File: config.mk
export PLATFORM = sky130hd
export DESIGN_NAME = slave_port_arbiter_flat
export DESIGN_NICKNAME = d
export VERILOG_FILES = /design/src/rtl/slave_port_arbiter_if.sv /design/src/rtl/slave_port_arbiter.sv /design/src/flat_wrapper.sv
export SDC_FILE = /design/constraint.sdc
export NUM_CORES = 1
export LEC_CHECK = 0
export BUFFER_PORTS_ARGS = -buffer_cell sky130_fd_sc_hd__buf_2
export CAP_MARGIN = 10
export CORE_AREA = 2 2 39 41
export DETAILED_ROUTE_END_ITERATION = 7
export DIE_AREA = 0 0 41 43
export SLEW_MARGIN = 20
export SYNTH_ARGS = -nofsm -noshare
export SYNTH_HDL_FRONTEND = slang
export SYNTH_SLANG_ARGS = --single-unit
export TNS_END_PERCENT = 30
File: constraint.sdc
create_clock -name clk -period 1.3 [get_ports clk]
set_input_delay 0.195 -clock clk [delete_from_list [all_inputs] [get_ports clk]]
set_output_delay 0.195 -clock clk [all_outputs]
set_load 0.01 [all_outputs]
File: src/rtl/slave_port_arbiter_if.sv
// Handshake bundle between the master/slave request bits and the slave-port arbiter.
// The slave modport is the arbiter's view; the master modport is the surrounding cell's view.
interface slave_port_arbiter_if;
  logic m0_req;
  logic m1_req;
  logic s_ack;
  logic sel;
  logic req_gate;
  logic gnt0;
  logic gnt1;
  logic timeout;

  modport slave (
    input  m0_req, m1_req, s_ack,
    output sel, req_gate, gnt0, gnt1, timeout
  );

  modport master (
    output m0_req, m1_req, s_ack,
    input  sel, req_gate, gnt0, gnt1, timeout
  );
endinterface

File: src/rtl/slave_port_arbiter.sv
// Round-robin two-master arbiter for one slave port: IDLE -> BUSY -> RELEASE, all outputs registered.
// Optional BUSY watchdog enabled by defining ARB_TIMEOUT_EN.
module slave_port_arbiter #(
  parameter int unsigned TIMEOUT   = 255,
  parameter int unsigned TIMEOUT_W = 8
) (
  input  logic                 clk,
  input  logic                 rst_n,
  slave_port_arbiter_if.slave  bus
);

  if (TIMEOUT < 1 || TIMEOUT > (2 ** TIMEOUT_W) - 1) begin : g_bad_timeout
    $error("slave_port_arbiter: TIMEOUT out of range for TIMEOUT_W");
  end

  typedef enum logic [1:0] {
    ST_IDLE,
    ST_BUSY,
    ST_RELEASE
  } state_t;

  state_t r_state;
  state_t w_state_nxt;

  logic r_last, r_sel, r_gnt0, r_gnt1, r_req_gate;
  logic w_last_nxt, w_sel_nxt, w_gnt0_nxt, w_gnt1_nxt, w_req_gate_nxt;
  logic w_win;

`ifdef ARB_TIMEOUT_EN
  logic [TIMEOUT_W-1:0] r_cnt;
  logic [TIMEOUT_W-1:0] w_cnt_nxt;
  logic                 r_timeout;
  logic                 w_timeout_nxt;
  logic                 w_to_hit;

  // Abort on the edge that would take the count to TIMEOUT, so the grant lasts exactly TIMEOUT cycles.
  assign w_to_hit = (r_cnt == TIMEOUT_W'(TIMEOUT - 1));
`endif

  // On a tie the master that did not win last time goes next.
  assign w_win = (bus.m0_req && bus.m1_req) ? ~r_last : bus.m1_req;

  always_comb begin
    w_state_nxt    = r_state;
    w_last_nxt     = r_last;
    w_sel_nxt      = r_sel;
    w_gnt0_nxt     = 1'b0;
    w_gnt1_nxt     = 1'b0;
    w_req_gate_nxt = 1'b0;
`ifdef ARB_TIMEOUT_EN
    w_cnt_nxt      = r_cnt;
    w_timeout_nxt  = 1'b0;
`endif
    case (r_state)
      ST_IDLE: begin
        if (bus.m0_req || bus.m1_req) begin
          w_state_nxt    = ST_BUSY;
          w_last_nxt     = w_win;
          w_sel_nxt      = w_win;
          w_gnt0_nxt     = ~w_win;
          w_gnt1_nxt     = w_win;
          w_req_gate_nxt = 1'b1;
`ifdef ARB_TIMEOUT_EN
          w_cnt_nxt      = '0;
`endif
        end
      end
      ST_BUSY: begin
`ifdef ARB_TIMEOUT_EN
        if (!bus.s_ack) begin
          w_cnt_nxt = r_cnt + 1'b1;
        end
`endif
        if (bus.s_ack) begin
          w_state_nxt = ST_RELEASE;
        end
`ifdef ARB_TIMEOUT_EN
        else if (w_to_hit) begin
          w_state_nxt   = ST_RELEASE;
          w_timeout_nxt = 1'b1;
        end
`endif
        else begin
          w_gnt0_nxt     = r_gnt0;
          w_gnt1_nxt     = r_gnt1;
          w_req_gate_nxt = 1'b1;
        end
      end
      ST_RELEASE: begin
        w_state_nxt = ST_IDLE;
      end
      default: begin
        w_state_nxt = ST_IDLE;
      end
    endcase
  end

  always_ff @(posedge clk or negedge rst_n) begin
    if (!rst_n) begin
      r_state    <= ST_IDLE;
      r_last     <= 1'b1;
      r_sel      <= 1'b0;
      r_gnt0     <= 1'b0;
      r_gnt1     <= 1'b0;
      r_req_gate <= 1'b0;
    end else begin
      r_state    <= w_state_nxt;
      r_last     <= w_last_nxt;
      r_sel      <= w_sel_nxt;
      r_gnt0     <= w_gnt0_nxt;
      r_gnt1     <= w_gnt1_nxt;
      r_req_gate <= w_req_gate_nxt;
    end
  end

`ifdef ARB_TIMEOUT_EN
  always_ff @(posedge clk or negedge rst_n) begin
    if (!rst_n) begin
      r_cnt     <= '0;
      r_timeout <= 1'b0;
    end else begin
      r_cnt     <= w_cnt_nxt;
      r_timeout <= w_timeout_nxt;
    end
  end

  assign bus.timeout = r_timeout;
`else
  assign bus.timeout = 1'b0;
`endif

  assign bus.sel      = r_sel;
  assign bus.gnt0     = r_gnt0;
  assign bus.gnt1     = r_gnt1;
  assign bus.req_gate = r_req_gate;

endmodule

File: src/flat_wrapper.sv
// flat-port wrapper written by rule: the top's interface ports become plain ports
module slave_port_arbiter_flat 
#(
  parameter int unsigned TIMEOUT   = 255,
  parameter int unsigned TIMEOUT_W = 8
)
  (clk, rst_n, bus_m0_req, bus_m1_req, bus_s_ack, bus_sel, bus_req_gate, bus_gnt0, bus_gnt1, bus_timeout);
  slave_port_arbiter_if bus_i ();
  input  logic clk;
  input  logic rst_n;
  input wire logic [$bits(bus_i.m0_req)-1:0] bus_m0_req;
  input wire logic [$bits(bus_i.m1_req)-1:0] bus_m1_req;
  input wire logic [$bits(bus_i.s_ack)-1:0] bus_s_ack;
  output wire logic [$bits(bus_i.sel)-1:0] bus_sel;
  output wire logic [$bits(bus_i.req_gate)-1:0] bus_req_gate;
  output wire logic [$bits(bus_i.gnt0)-1:0] bus_gnt0;
  output wire logic [$bits(bus_i.gnt1)-1:0] bus_gnt1;
  output wire logic [$bits(bus_i.timeout)-1:0] bus_timeout;
  assign bus_i.m0_req = bus_m0_req;
  assign bus_i.m1_req = bus_m1_req;
  assign bus_i.s_ack = bus_s_ack;
  assign bus_sel = bus_i.sel;
  assign bus_req_gate = bus_i.req_gate;
  assign bus_gnt0 = bus_i.gnt0;
  assign bus_gnt1 = bus_i.gnt1;
  assign bus_timeout = bus_i.timeout;
  slave_port_arbiter #(.TIMEOUT(TIMEOUT), .TIMEOUT_W(TIMEOUT_W)) u_core (.clk(clk), .rst_n(rst_n), .bus(bus_i));
endmodule
Word level (Yosys, flattened, before mapping)
Cells that the tools add are included.

storage, ports and cells
  bits in registers = 7
  word-level logic and storage cells = 28
  input port bits = 5

cells by class
  reductions and logical operators = 5
  multiplexer cells = 12
  equality and inequality tests = 3
  bitwise logic cells = 2

operators with widths
  cell                                                 count
  2-to-1 mux 1 bit                                     6
  case mux 1 bit (2 select lines)                      3
  2-to-1 mux 2 bit                                     2
  case mux 2 bit (2 select lines)                      1
  AND reduction 2 bit                                  2
  equality test 2 x 1 -> 1 bit, second input constant  1
  zero test 2 bit                                      1
  != test 2 x 1 -> 1 bit, second input constant        1
  != test 2 bit, second input constant                 1
  inverter 1 bit                                       2
  logical AND 1 bit                                    1
  logical OR 1 bit                                     1

Longest topological paths before layout
  word-level depth = 5
  mapped depth = 3
  depth with buffers taken out = 3

Least setup slack after synthesis
OpenSTA, ideal clock, no wires.

  path type = reg2reg
  start = register u_core.r_last
  end = register u_core.r_gnt0 (netlist: u_core.bus.gnt0)
  required time = 1,222 ps
  slack = 421 ps
  clock period less this slack = 879 ps
  cell stages (with the launch flop) = 4
  data arrival time = 802 ps
  cell sequence = dfstp_2 > or2b_1 > nand3b_1 > a21oi_1

between the ends
  cells in the longest elaborated chain, start to end = 5

RTL lines
  element                          line                       source
  from (decl)                      slave_port_arbiter.sv:25   logic r_last, r_sel, r_gnt0, r_gnt1, r_req_gate;
  from (signal assigned)           slave_port_arbiter.sv:108  r_last <= w_last_nxt;
  inverter 1 bit                   slave_port_arbiter.sv:41   assign w_win = (bus.m0_req && bus.m1_req) ? ~r_last : bus.m1_req;
  2-to-1 mux 1 bit                 slave_port_arbiter.sv:41
  inverter 1 bit                   slave_port_arbiter.sv:60   w_gnt0_nxt = ~w_win;
  2-to-1 mux 1 bit                 slave_port_arbiter.sv:56   if (bus.m0_req || bus.m1_req) begin
  case mux 1 bit (2 select lines)  slave_port_arbiter.sv:54   case (r_state)
  to (signal assigned)             slave_port_arbiter.sv:110  r_gnt0 <= w_gnt0_nxt;
  to (decl)                        slave_port_arbiter.sv:25

No other way between the ends.
A chain may end at the register's enable or synchronous reset.

Worst setup path after layout
  start = register u_core.r_state[0]
  end = register u_core.r_req_gate (netlist: u_core.bus.req_gate)

between the ends
  cells in the longest elaborated chain, start to end = 2
  elaborated cells between the ends (all ways) = 3
  those cells by class = eq/ne: 1; mux: 1; reduce/logical: 1

RTL lines
  element                                                                 line                       source
  from (decl)                                                             slave_port_arbiter.sv:22   state_t r_state;
  from (signal assigned)                                                  slave_port_arbiter.sv:107  r_state <= w_state_nxt;
  equality test 2 x 1 -> 1 bit / zero test 2 bit (equally long branches)  slave_port_arbiter.sv:54
  case mux 1 bit (2 select lines) *                                       slave_port_arbiter.sv:54
  net u_core.w_req_gate_nxt                                               slave_port_arbiter.sv:26   logic w_last_nxt, w_sel_nxt, w_gnt0_nxt, w_gnt1_nxt, w_req_gate_nxt;
  to (signal assigned)                                                    slave_port_arbiter.sv:112  r_req_gate <= w_req_gate_nxt;
  to (decl)                                                               slave_port_arbiter.sv:25

Mark *: on every way through the listed nets, which the timed path passes. The rest lies on a longest branch.

==> flow_metrics.env <==
export IMPL_finalWorstSetupSlack_ns=0.263
export IMPL_yosysUniqueCellTypes=14
export IMPL_critPathKind="reg2reg"
export IMPL_drt_pass1_iter_count=4
export IMPL_drtIter0Drc=15
export IMPL_io_buffers=8
export IMPL_layout_commonest_cell="buf_2"
export IMPL_grt_pass1_vias=234
export IMPL_final_cell_mix="buf_2 (8), dfrtp_1 (6), a21oi_1 (4), nand2_1 (3), clkbuf_4 (3)"
export IMPL_grt_max_degree=9
export IMPL_critPathArrivalTime_ns=1.16
export IMPL_min_period_ns=1.04
export IMPL_cp_max_fo=8
export IMPL_avgSynthCellArea_um2=11.0
export IMPL_cp_required_ns=1.42
export IMPL_ff2ff_setup_slack_ns=0.26
export IMPL_grt_pass1_wl_um=1010
export IMPL_track_usage_pct=9.30
export IMPL_start_util_pct=21.4
export IMPL_slew_viol_final=0
export IMPL_fin_util_pct=27.8
export IMPL_cts_sinks=7
export IMPL_dieArea_um2=1760
export IMPL_drc=0
export IMPL_powerDensity_nw_per_um2=1970
export IMPL_setup_viol=0
export IMPL_ys_seq_area_share_pct=59.5
export IMPL_h_tree_depth=1
export IMPL_cts_buffer_depth=2
export IMPL_routed_wl_um=664
export IMPL_synth_nets=32
export IMPL_post_route_period_util_pct=79.8
export IMPL_die_w_um=41
export IMPL_grt_ovfl_total=0
export IMPL_layout_drive_gt1_share_pct=33.3
export IMPL_die_h_um=43
export IMPL_fin_skew_ns=0.00344
export IMPL_finalNonFillerCells=55
export IMPL_n_antenna_cell=0
export IMPL_clk_latency_ns=0.25
export IMPL_synth_warnings=0
export IMPL_syn_area_um2=297
export IMPL_crit_path_start_kind="flip-flop"
export IMPL_layout_nets=45
export IMPL_cts_tree="yes"
export IMPL_leakagePower_nw=0.178
export IMPL_rsz0062_at_grt="false"
export IMPL_synth_top_cell_by_area="dfrtp_1"
export IMPL_hold_viol_final=0
export IMPL_postRouteAntennaNets=0
export IMPL_numCtsBuffers=3
export IMPL_vias=246
export IMPL_io_pins=10
export IMPL_hp_class="in2reg"
export IMPL_final_setup_tns_ns=0
export IMPL_synthTopCellsByArea="dfrtp_1 (51%), dfstp_2 (8.9%), a21oi_1 (6.8%)"
export IMPL_cp_end_kind="flip-flop"
export IMPL_fmax_ghz=0.964
export IMPL_cts_repair_resized=0
export IMPL_via_per_inst=4.47
export IMPL_cap_violations=0
export IMPL_rows=14
export IMPL_synth_cells=27
export IMPL_antenna_found_initial=0
export IMPL_cts_setup_buffers=0
export IMPL_area_growth_pct=30.0
export IMPL_status="finished clean"
export IMPL_gp_congestion=0.690
export IMPL_dpl_hpwl_um=405
export IMPL_dpl_cell_count=50
export IMPL_post_place_ws_ns=0.351
export IMPL_cts_root_buf="clkbuf_4"
export IMPL_clkTransAtPathRegs_ns=0.06
export IMPL_synth_top_area_share_pct=50.6
export IMPL_coreArea_um2=1380
export IMPL_synth_ff_latch_count=7
export IMPL_ir_drop_v=0.000668
export IMPL_wl_per_cell_um=12.1
==> final timing paths <==
path,depth (start not counted),startpoint,to
worst max-delay path,2,u_core.r_state[0],u_core.bus.req_gate
worst min-delay path,2,bus_m0_req,u_core.r_last
worst max register to register,2,u_core.r_state[0],u_core.bus.req_gate
worst min register to register,2,u_core.bus.gnt1,u_core.bus.gnt1
max in group asynchronous,2,rst_n,u_core.r_last
min in group asynchronous,2,rst_n,u_core.r_state[0]
==> stage by stage <==
stage | instance area, um^2 | power (W) | hold slack (ns)
3_5_place_dp | 349 | 0.000550 | 0.0376
4_1_cts | 385 | 0.000772 | 0.149
2_1_floorplan | 297 | 0.000475 | -0.101
6_report | 385 | 0.000759 | 0.160
5_1_grt | 385 | 0.000807 | 0.167
3_3_place_gp | 349 | 0.000546 | 0.0366
==> cell usage after synthesis (all sizes together) <==
| master | instances |
|---|---|
| dfstp | 1 |
| and2b | 1 |
| nor3 | 1 |
| nand3b | 2 |
| nand2 | 3 |
| a211oi | 2 |
| a31oi | 2 |
| and3b | 1 |
| or2b | 1 |
| buf | 1 |
| nor2 | 1 |
| dfrtp | 6 |
| a21oi | 4 |
| conb | 1 |
==> per-layer routing <==
metal	share of wire (%)	routed length (um)	track usage, %
met5	0	0	0
met4	0	0	8.00
met3	8.4	56	4.71
met2	50	330	12.5
met1	42	276	10.2
==> registers in the layout (all words and copies together) (netlist names) <==
| signal | flops |
|---|---|
| u_core.r_state | 2 |
| u_core.bus.gnt1 | 1 |
| u_core.bus.sel | 1 |
| u_core.bus.gnt0 | 1 |
| u_core.r_last | 1 |
| u_core.bus.req_gate | 1 |
==> cells by family (layout without fill, tap and decap cells) <==
logic type | Yosys count | count (layout) | share of synthesized area (%)
flip-flops | 7 | 7 | 59.5
AND/OR/NAND/NOR | 10 | 10 | 20.7
AO/OA/AOI/OAI | 8 | 8 | 16.0
other | 1 | 1 | 1.26
buffers and inverters | 1 | 13 | 2.53
==> final cells by class <==
type,count,area [um^2]
Fill cell,158,998
Sequential cell,7,176
Multi-Input combinational cell,19,113
Timing Repair Buffer,9,50.0
Clock buffer,4,26.3
Tap cell,16,20.0
==> report_power, final <==
group	switching, W	internal, W
combinational	0.0000971	0.0000925
clock	0.0000862	0.000118
sequential	0.0000653	0.000301
total	0.000249	0.000511
==> critical path: stages (launching register included) <==
cell and delay [ns]:
dfrtp_1 0.46, nor3_1 0.35, a211oi_1 0.10
==> repair_timing <==
item	CTS	global route
hold buffers	1	0
endpoints found under the hold margin	7	0
setup endpoints to repair	0	0
Power figures use the tool's default switching activity.
